`config.mk`:
```
export PLATFORM = sky130hd
export DESIGN_NAME = d_mem_axi_bridge
export DESIGN_NICKNAME = d
export VERILOG_FILES = /design/src/rtl/d_mem_axi_bridge_pkg.sv /design/src/rtl/d_mem_axi_bridge_addr_map.sv /design/src/rtl/d_mem_axi_bridge.sv
export SDC_FILE = /design/constraint.sdc
export NUM_CORES = 1
export LEC_CHECK = 0
export BUFFER_PORTS_ARGS = -buffer_cell sky130_fd_sc_hd__clkbuf_2
export CORE_UTILIZATION = 30
export DETAILED_ROUTE_END_ITERATION = 6
export RECOVER_POWER = 25
export SYNTH_ARGS = -nofsm -noshare
export SYNTH_HDL_FRONTEND = slang
export SYNTH_SLANG_ARGS = --single-unit
```
`constraint.sdc`:
```
create_clock -name clk -period 2.04 [get_ports clk]
set_clock_uncertainty 0.15 [all_clocks]
set_input_delay 0.204 -clock clk [delete_from_list [all_inputs] [get_ports clk]]
set_output_delay 0.204 -clock clk [all_outputs]
set_load 0.01 [all_outputs]
```
`src/rtl/d_mem_axi_bridge_pkg.sv`:
```
// Shared types and AXI constants for the data-side memory bridge.
// The addr_map translator is shared with the instruction-side bridge.
package d_mem_axi_bridge_pkg;

    localparam int unsigned ADDR_W = 32;
    localparam int unsigned DATA_W = 32;
    localparam int unsigned STRB_W = 4;
    localparam int unsigned ID_W   = 4;
    localparam int unsigned LEN_W  = 8;

    localparam logic [2:0] SZ_BYTE    = 3'b000;
    localparam logic [2:0] SZ_HALF    = 3'b001;
    localparam logic [2:0] SZ_WORD    = 3'b010;
    localparam logic [1:0] BURST_INCR = 2'b01;

    typedef enum logic [2:0] {
        IDLE,
        RD_ADDR,
        RD_DATA,
        WR_REQ,
        WR_RESP,
        DONE
    } state_e;

    // Request fields captured when an access leaves IDLE
    typedef struct packed {
        logic [ADDR_W-1:0] pa;
        logic [1:0]        size;
        logic [STRB_W-1:0] strb;
        logic [DATA_W-1:0] wdata;
    } req_t;

endpackage

```
`src/rtl/d_mem_axi_bridge_addr_map.sv`:
```
// Virtual-to-physical translation: kseg0/kseg1 are masked down to the
// physical window, every other segment passes through unchanged.
module addr_map
    import d_mem_axi_bridge_pkg::*;
#(
    parameter logic [ADDR_W-1:0] UNMAPPED_MASK = 32'h1FFF_FFFF
) (
    input  logic [ADDR_W-1:0] vaddr,
    output logic [ADDR_W-1:0] paddr_c
);

    assign paddr_c = (vaddr[31:30] == 2'b10) ? (vaddr & UNMAPPED_MASK) : vaddr;

endmodule

```
`src/rtl/d_mem_axi_bridge.sv`:
```
// MEM-stage load/store to single-beat AXI bridge. One access in flight;
// the request is latched on IDLE exit and the FSM parks in DONE until the pipeline moves.
module d_mem_axi_bridge
    import d_mem_axi_bridge_pkg::*;
#(
    parameter logic [ID_W-1:0]   AXI_ID        = 4'd1,
    parameter logic [ADDR_W-1:0] UNMAPPED_MASK = 32'h1FFF_FFFF
) (
    input  logic              clk,
    input  logic              rst,
    input  logic              data_en,
    input  logic [STRB_W-1:0] data_wen,
    input  logic [ADDR_W-1:0] data_addr,
    input  logic [DATA_W-1:0] data_wdata,
    input  logic [1:0]        data_size,
    input  logic              longest_stall,
    output logic [DATA_W-1:0] data_rdata,
    output logic              data_stall,
    output logic [ID_W-1:0]   arid,
    output logic [ADDR_W-1:0] araddr,
    output logic [LEN_W-1:0]  arlen,
    output logic [2:0]        arsize,
    output logic [1:0]        arburst,
    output logic              arvalid,
    input  logic              arready,
    input  logic [DATA_W-1:0] rdata,
    input  logic              rlast,
    input  logic              rvalid,
    output logic              rready,
    output logic [ID_W-1:0]   awid,
    output logic [ADDR_W-1:0] awaddr,
    output logic [LEN_W-1:0]  awlen,
    output logic [2:0]        awsize,
    output logic [1:0]        awburst,
    output logic              awvalid,
    input  logic              awready,
    output logic [DATA_W-1:0] wdata,
    output logic [STRB_W-1:0] wstrb,
    output logic              wlast,
    output logic              wvalid,
    input  logic              wready,
    input  logic              bvalid,
    output logic              bready
);

    state_e            state_q, state_nx;
    req_t              req_q;
    logic              aw_done, w_done;
    logic [ADDR_W-1:0] pa_c;
    logic              unused_c;

    addr_map #(.UNMAPPED_MASK(UNMAPPED_MASK)) u_addr_map (
        .vaddr   (data_addr),
        .paddr_c (pa_c)
    );

    always_ff @(posedge clk) begin
        if (rst) state_q <= IDLE;
        else     state_q <= state_nx;
    end

    // Request capture, per-channel write acceptance and load data
    always_ff @(posedge clk) begin
        if (rst) begin
            req_q      <= '0;
            aw_done    <= 1'b0;
            w_done     <= 1'b0;
            data_rdata <= '0;
        end else begin
            if (state_q == IDLE && data_en) begin
                req_q <= '{pa: pa_c, size: data_size, strb: data_wen, wdata: data_wdata};
            end
            if (state_q == WR_REQ) begin
                if (awvalid && awready) aw_done <= 1'b1;
                if (wvalid && wready)   w_done  <= 1'b1;
            end else begin
                aw_done <= 1'b0;
                w_done  <= 1'b0;
            end
            if (rvalid && rready) data_rdata <= rdata;
        end
    end

    always_comb begin
        state_nx = state_q;
        arvalid  = 1'b0;
        rready   = 1'b0;
        awvalid  = 1'b0;
        wvalid   = 1'b0;
        bready   = 1'b0;
        case (state_q)
            IDLE: begin
                if (data_en) state_nx = (data_wen == '0) ? RD_ADDR : WR_REQ;
            end
            RD_ADDR: begin
                arvalid = 1'b1;
                if (arready) state_nx = RD_DATA;
            end
            RD_DATA: begin
                rready = 1'b1;
                if (rvalid) state_nx = DONE;
            end
            WR_REQ: begin
                awvalid = !aw_done;
                wvalid  = !w_done;
                // AW and W may complete together or in either order
                if ((aw_done || awready) && (w_done || wready)) state_nx = WR_RESP;
            end
            WR_RESP: begin
                bready = 1'b1;
                if (bvalid) state_nx = DONE;
            end
            DONE: begin
                if (!longest_stall) state_nx = IDLE;
            end
            default: state_nx = IDLE;
        endcase
    end

    assign data_stall = data_en && (state_q != DONE);

    assign arid    = AXI_ID;
    assign araddr  = {req_q.pa[ADDR_W-1:2], 2'b00};
    assign arlen   = '0;
    assign arsize  = SZ_WORD;
    assign arburst = BURST_INCR;

    assign awid    = AXI_ID;
    assign awaddr  = req_q.pa;
    assign awlen   = '0;
    assign awsize  = {1'b0, req_q.size};
    assign awburst = BURST_INCR;
    assign wdata   = req_q.wdata;
    assign wstrb   = req_q.strb;
    assign wlast   = 1'b1;

    // Single-beat reads: rlast carries no extra information
    assign unused_c = rlast;

endmodule
```
Yosys cells after proc, flatten, opt, wreduce, memory -nomap -nowiden
Index checks and enable logic that the tools add are counted.
{"block": "word_totals", "reg_bits": 107, "inputBits": 112, "word_cells": 50}
{"block": "op_classes", "n_eq_ne": 13, "muxes": 14, "bitwise": 1, "reduce_logical": 14}
{"cell": "$mux 32", "count": 1}
{"cell": "$mux 3", "count": 6}
{"cell": "$pmux 3 s6", "count": 1}
{"cell": "$ne 2x2->1 const B", "count": 5}
{"cell": "$eq 3x2->1 const B", "count": 2}
{"cell": "$eq 3x3->1 const B", "count": 2}
{"cell": "$logic_and 1x1->1", "count": 6}
{"cell": "$reduce_and 6->1", "count": 1}
{"cell": "$mux 1", "count": 5}
{"cell": "$logic_not 4->1", "count": 1}
{"cell": "$eq 3x1->1 const B", "count": 1}
{"cell": "$logic_not 3->1", "count": 1}
{"cell": "$ne 3x3->1 const B", "count": 1}
{"cell": "$eq 2x2->1 const B", "count": 1}
{"cell": "$logic_not 1->1", "count": 2}
{"cell": "$logic_or 1x1->1", "count": 2}
{"cell": "$mux 2", "count": 1}
{"cell": "$ne 2x1->1 const B", "count": 1}
{"cell": "$reduce_or 2->1", "count": 1}
{"cell": "$not 1->1", "count": 1}

Depth between registers and ports, before layout
{"block": "logic_depth", "depth_word": 4, "ltp_mapped": 7, "depth_no_buf": 4}

Hierarchy
Synthesis repeated with hierarchy kept, for this count alone.
{"block": "unflattened", "cells_unflattened": 588, "area_unflattened_um2": 4624.4}
{"mod": "d_mem_axi_bridge", "n_inst": 1, "cells_per_inst": 555, "area_each_um2": 4380.5}
{"mod": "addr_map", "n_inst": 1, "cells_per_inst": 33, "area_each_um2": 244.0}

Worst setup path before layout
No wires, ideal clock.
{"block": "synth_timing", "path_kind": "flip-flop to flip-flop", "from": "register state_q[0]", "to": "register state_q[1]", "arrival_time_ps": 1311, "required_ps": 1769, "setup_slack_ps": 458, "path_stages_with_launch": 6, "synth_period_minus_slack_ps": 1582, "path_cell_list": "dfxtp_1 buf_6 or4_1 o21ai_1 nor2_1 mux2_2"}
{"block": "synth_between", "elab_chain_len": 3}
{"element": "from (decl)", "line_no": "d_mem_axi_bridge.sv:46", "text": "state_e state_q, state_nx;"}
{"element": "from (signal assigned)", "line_no": "d_mem_axi_bridge.sv:59", "text": "else state_q <= state_nx;"}
{"element": "$eq 3x2->1 (tied with other cells)", "line_no": "d_mem_axi_bridge.sv:91", "text": "case (state_q)"}
{"element": "$ne 2x1->1 (no line) / $ne 2x2->1 (equally long branches)"}
{"element": "$reduce_and 6->1 (no line)"}
Parallel ways exist; a longest one is shown, timed or not.
A chain may end at the register's enable or synchronous reset.

Final worst setup path
{"block": "layout_timing", "from": "register state_q[1]", "to": "output port wvalid"}
{"block": "layout_between", "elab_chain_len": 2}
{"element": "$eq 3x2->1", "line_no": "d_mem_axi_bridge.sv:91"}
{"element": "$mux 1", "line_no": "d_mem_axi_bridge.sv:91"}
{"element": "to (decl)", "line_no": "d_mem_axi_bridge.sv:40", "text": "output logic wvalid,"}
Every way passes these cells.

==> metrics.cfg <==
[drt]
top_layer = met4
vias = 4471
vias_per_cell = 4.274
wl_met1_microns = 5026
drtIter0Drc = 176
dr_wl_met3_microns = 754
finalWirelength_microns = 12720
wire_per_inst_microns = 12.16
routed-wl-met2_microns = 6499
drc = 0
ant_nets = 0
drt-pass1-iter-count = 4

[global_route]
grt_pass1_vias = 4081
grt_max_degree = 52
grt_pass1_wl_microns = 19490
grt_use_total = 0.1638
grt_overflow_total = 0
antenna_found_initial = 0

[cells_and_area]
syn_to_final_growth_pct = 53.50
nets = 973
post-route-util = 0.4760
design_area_sq_um = 6659
diodes = 0
fillers = 1422
layout-drive-gt1-share = 0.2517

[timing]
rsz0062_at_grt = no
min_period_ns = 1.819
finalSetupTns_ns = 0
hold_viol = 0
min_period_over_period = 0.8917
finalSetupViolations = 0
clock.fmax_ghz = 0.5497
final_max_slew_viol_count = 0

[placement]
gp_congestion = 0.7060
place_area_sq_um = 5389
hpwlAfterDp_microns = 8195
numPortBuffers = 248

[synth]
avgSynthCellArea_sq_um = 7.774
synth-seq-cells = 107
synth.top_cell.area_share = 0.4938
synth_area_leaders = dfxtp_1 49%, nand2_1 18%, buf_4 12%
yosys.area.top_type = dfxtp_1
yosys-top-cells-count = 204 x nand2_1, 107 x dfxtp_1, 104 x a21oi_1
synthFlopType = dfxtp_1
async_flop_share = 0
synth_warnings = 0
synthCells = 558
synthMostInstantiatedCell = nand2_1
ys_types = 30
yosysSeqAreaShare = 0.4938
synth-edff-count = 0
synthesis.area_sq_um = 4338

[worst_setup_path]
start_kind = flip-flop
critPathMaxFanout = 12
arrival_ns = 1.47
end_kind = primary output
regToRegSetupSlack_ns = 0.35
required_ns = 1.69
reg2reg_depth = 4
path_class = reg -> out

[cts]
clk_pin_slew_ns = 0.07
clk_path_buf_depth = 2
cts_tree = done
cts_inserted_buffers = 9
clock_sinks = 107
clk-insertion-delay-late_ns = 0.34
cts_setup_buffers = 0
cts_root_buf = clkbuf_16
htree_levels = 3

[floorplanning]
coreArea_sq_um = 13990
rows = 43
dieArea_sq_um = 14950
io-pin-count = 285
die_h_microns = 122.3
die_w_microns = 122.3
start_util = 0.3101

[hold_path]
hold_depth = 3
hold_class = in -> reg

[run_status]
status = finished, final reports clean

[power]
fin_total_pwr_mw = 6.727
powerDensity_nw_per_um2 = 1010
p_leak_nw = 2.908
ir_worst_vdd_mv = 0.5026

[flow_run]
drv_cap = 0

## through the flow
step,std cells,setup WS [ns],hold slack (ns)
floorplan,591,0.4583,0.1900
global placement,926,0.3580,0.2781
detailed placement,926,0.2893,0.2825
CTS,1046,0.07701,0.01137
global route,1046,0.04062,0.05936
finish,1046,0.2210,0.03813
## critical path, cell delays in order, from the launching register on
cell      delay (ns)
dfxtp_2         0.44
nor2b_1         0.26
nand2_1         0.15
nor2_1          0.12
clkbuf_2        0.16
## power breakdown
part           switching, mW  internal (mW)
registers              0.254           2.45
clock network          0.780          0.983
logic                   1.34          0.922
## per-layer routing
metal	global-route usage	vias to the layer above
met5	0	-
met4	0.07470	0
met3	0.05204	29
met2	0.2837	167
met1	0.1821	1992
li1	-	2283
## cell families (layout without fill, tap and decap cells)
family / count (synthesis) / count (layout) / synth area share
AO/OA/AOI/OAI: 114 / 114 / 0.1359
other: 2 / 35 / 0.001731
multiplexers: 2 / 2 / 0.004903
flip-flops: 107 / 107 / 0.4938
buffers and inverters: 104 / 379 / 0.1552
AND/OR/NAND/NOR: 229 / 229 / 0.2085
## cell usage in the layout, fill, tap and decap left out, drive strengths merged, types with 2 or more instances in the layout
master       instances
clkbuf             257
nand2              204
dfxtp              107
a21oi              104
dlygate4sd3        104
conb                35
buf                 10
nor2                 8
nor3                 5
clkinvlp             4
o21ai                4
nand3                3
inv                  2
nor2b                2
## path summary, 6_finish.rpt
path	startpoint	endpoint
hold reg to reg	data_rdata[21]	data_rdata[21]
hold / removal	longest_stall	state_q[2]
setup reg to reg	state_q[0]	state_q[1]
setup / recovery	state_q[1]	wvalid
## registers in the layout, indices dropped and copies added (netlist names)
signal	flops
wstrb	4
data_rdata	32
awsize	2
wdata	32
w_done	1
state_q	3
aw_done	1
awaddr	32
## what timing repair did
item / 4_1_cts / 5_1_grt
endpoints found under the hold margin: 104 / 0
hold buffers: 104 / 0
endpoints found under the setup margin: 0 / 2
gates resized for setup: 0 / 1
## layout make-up
cell class	instances	area, sq um	area share
Tap cell	180	225.2	0.03382
Timing Repair Buffer	361	2326	0.3493
Clock inverter	6	65.06	0.009771
Sequential cell	107	2143	0.3219
Inverter	2	7.507	0.001127
Clock buffer	10	239.0	0.03589
Multi-Input combinational cell	380	1653	0.2482
(Power assumes the default switching activity.)
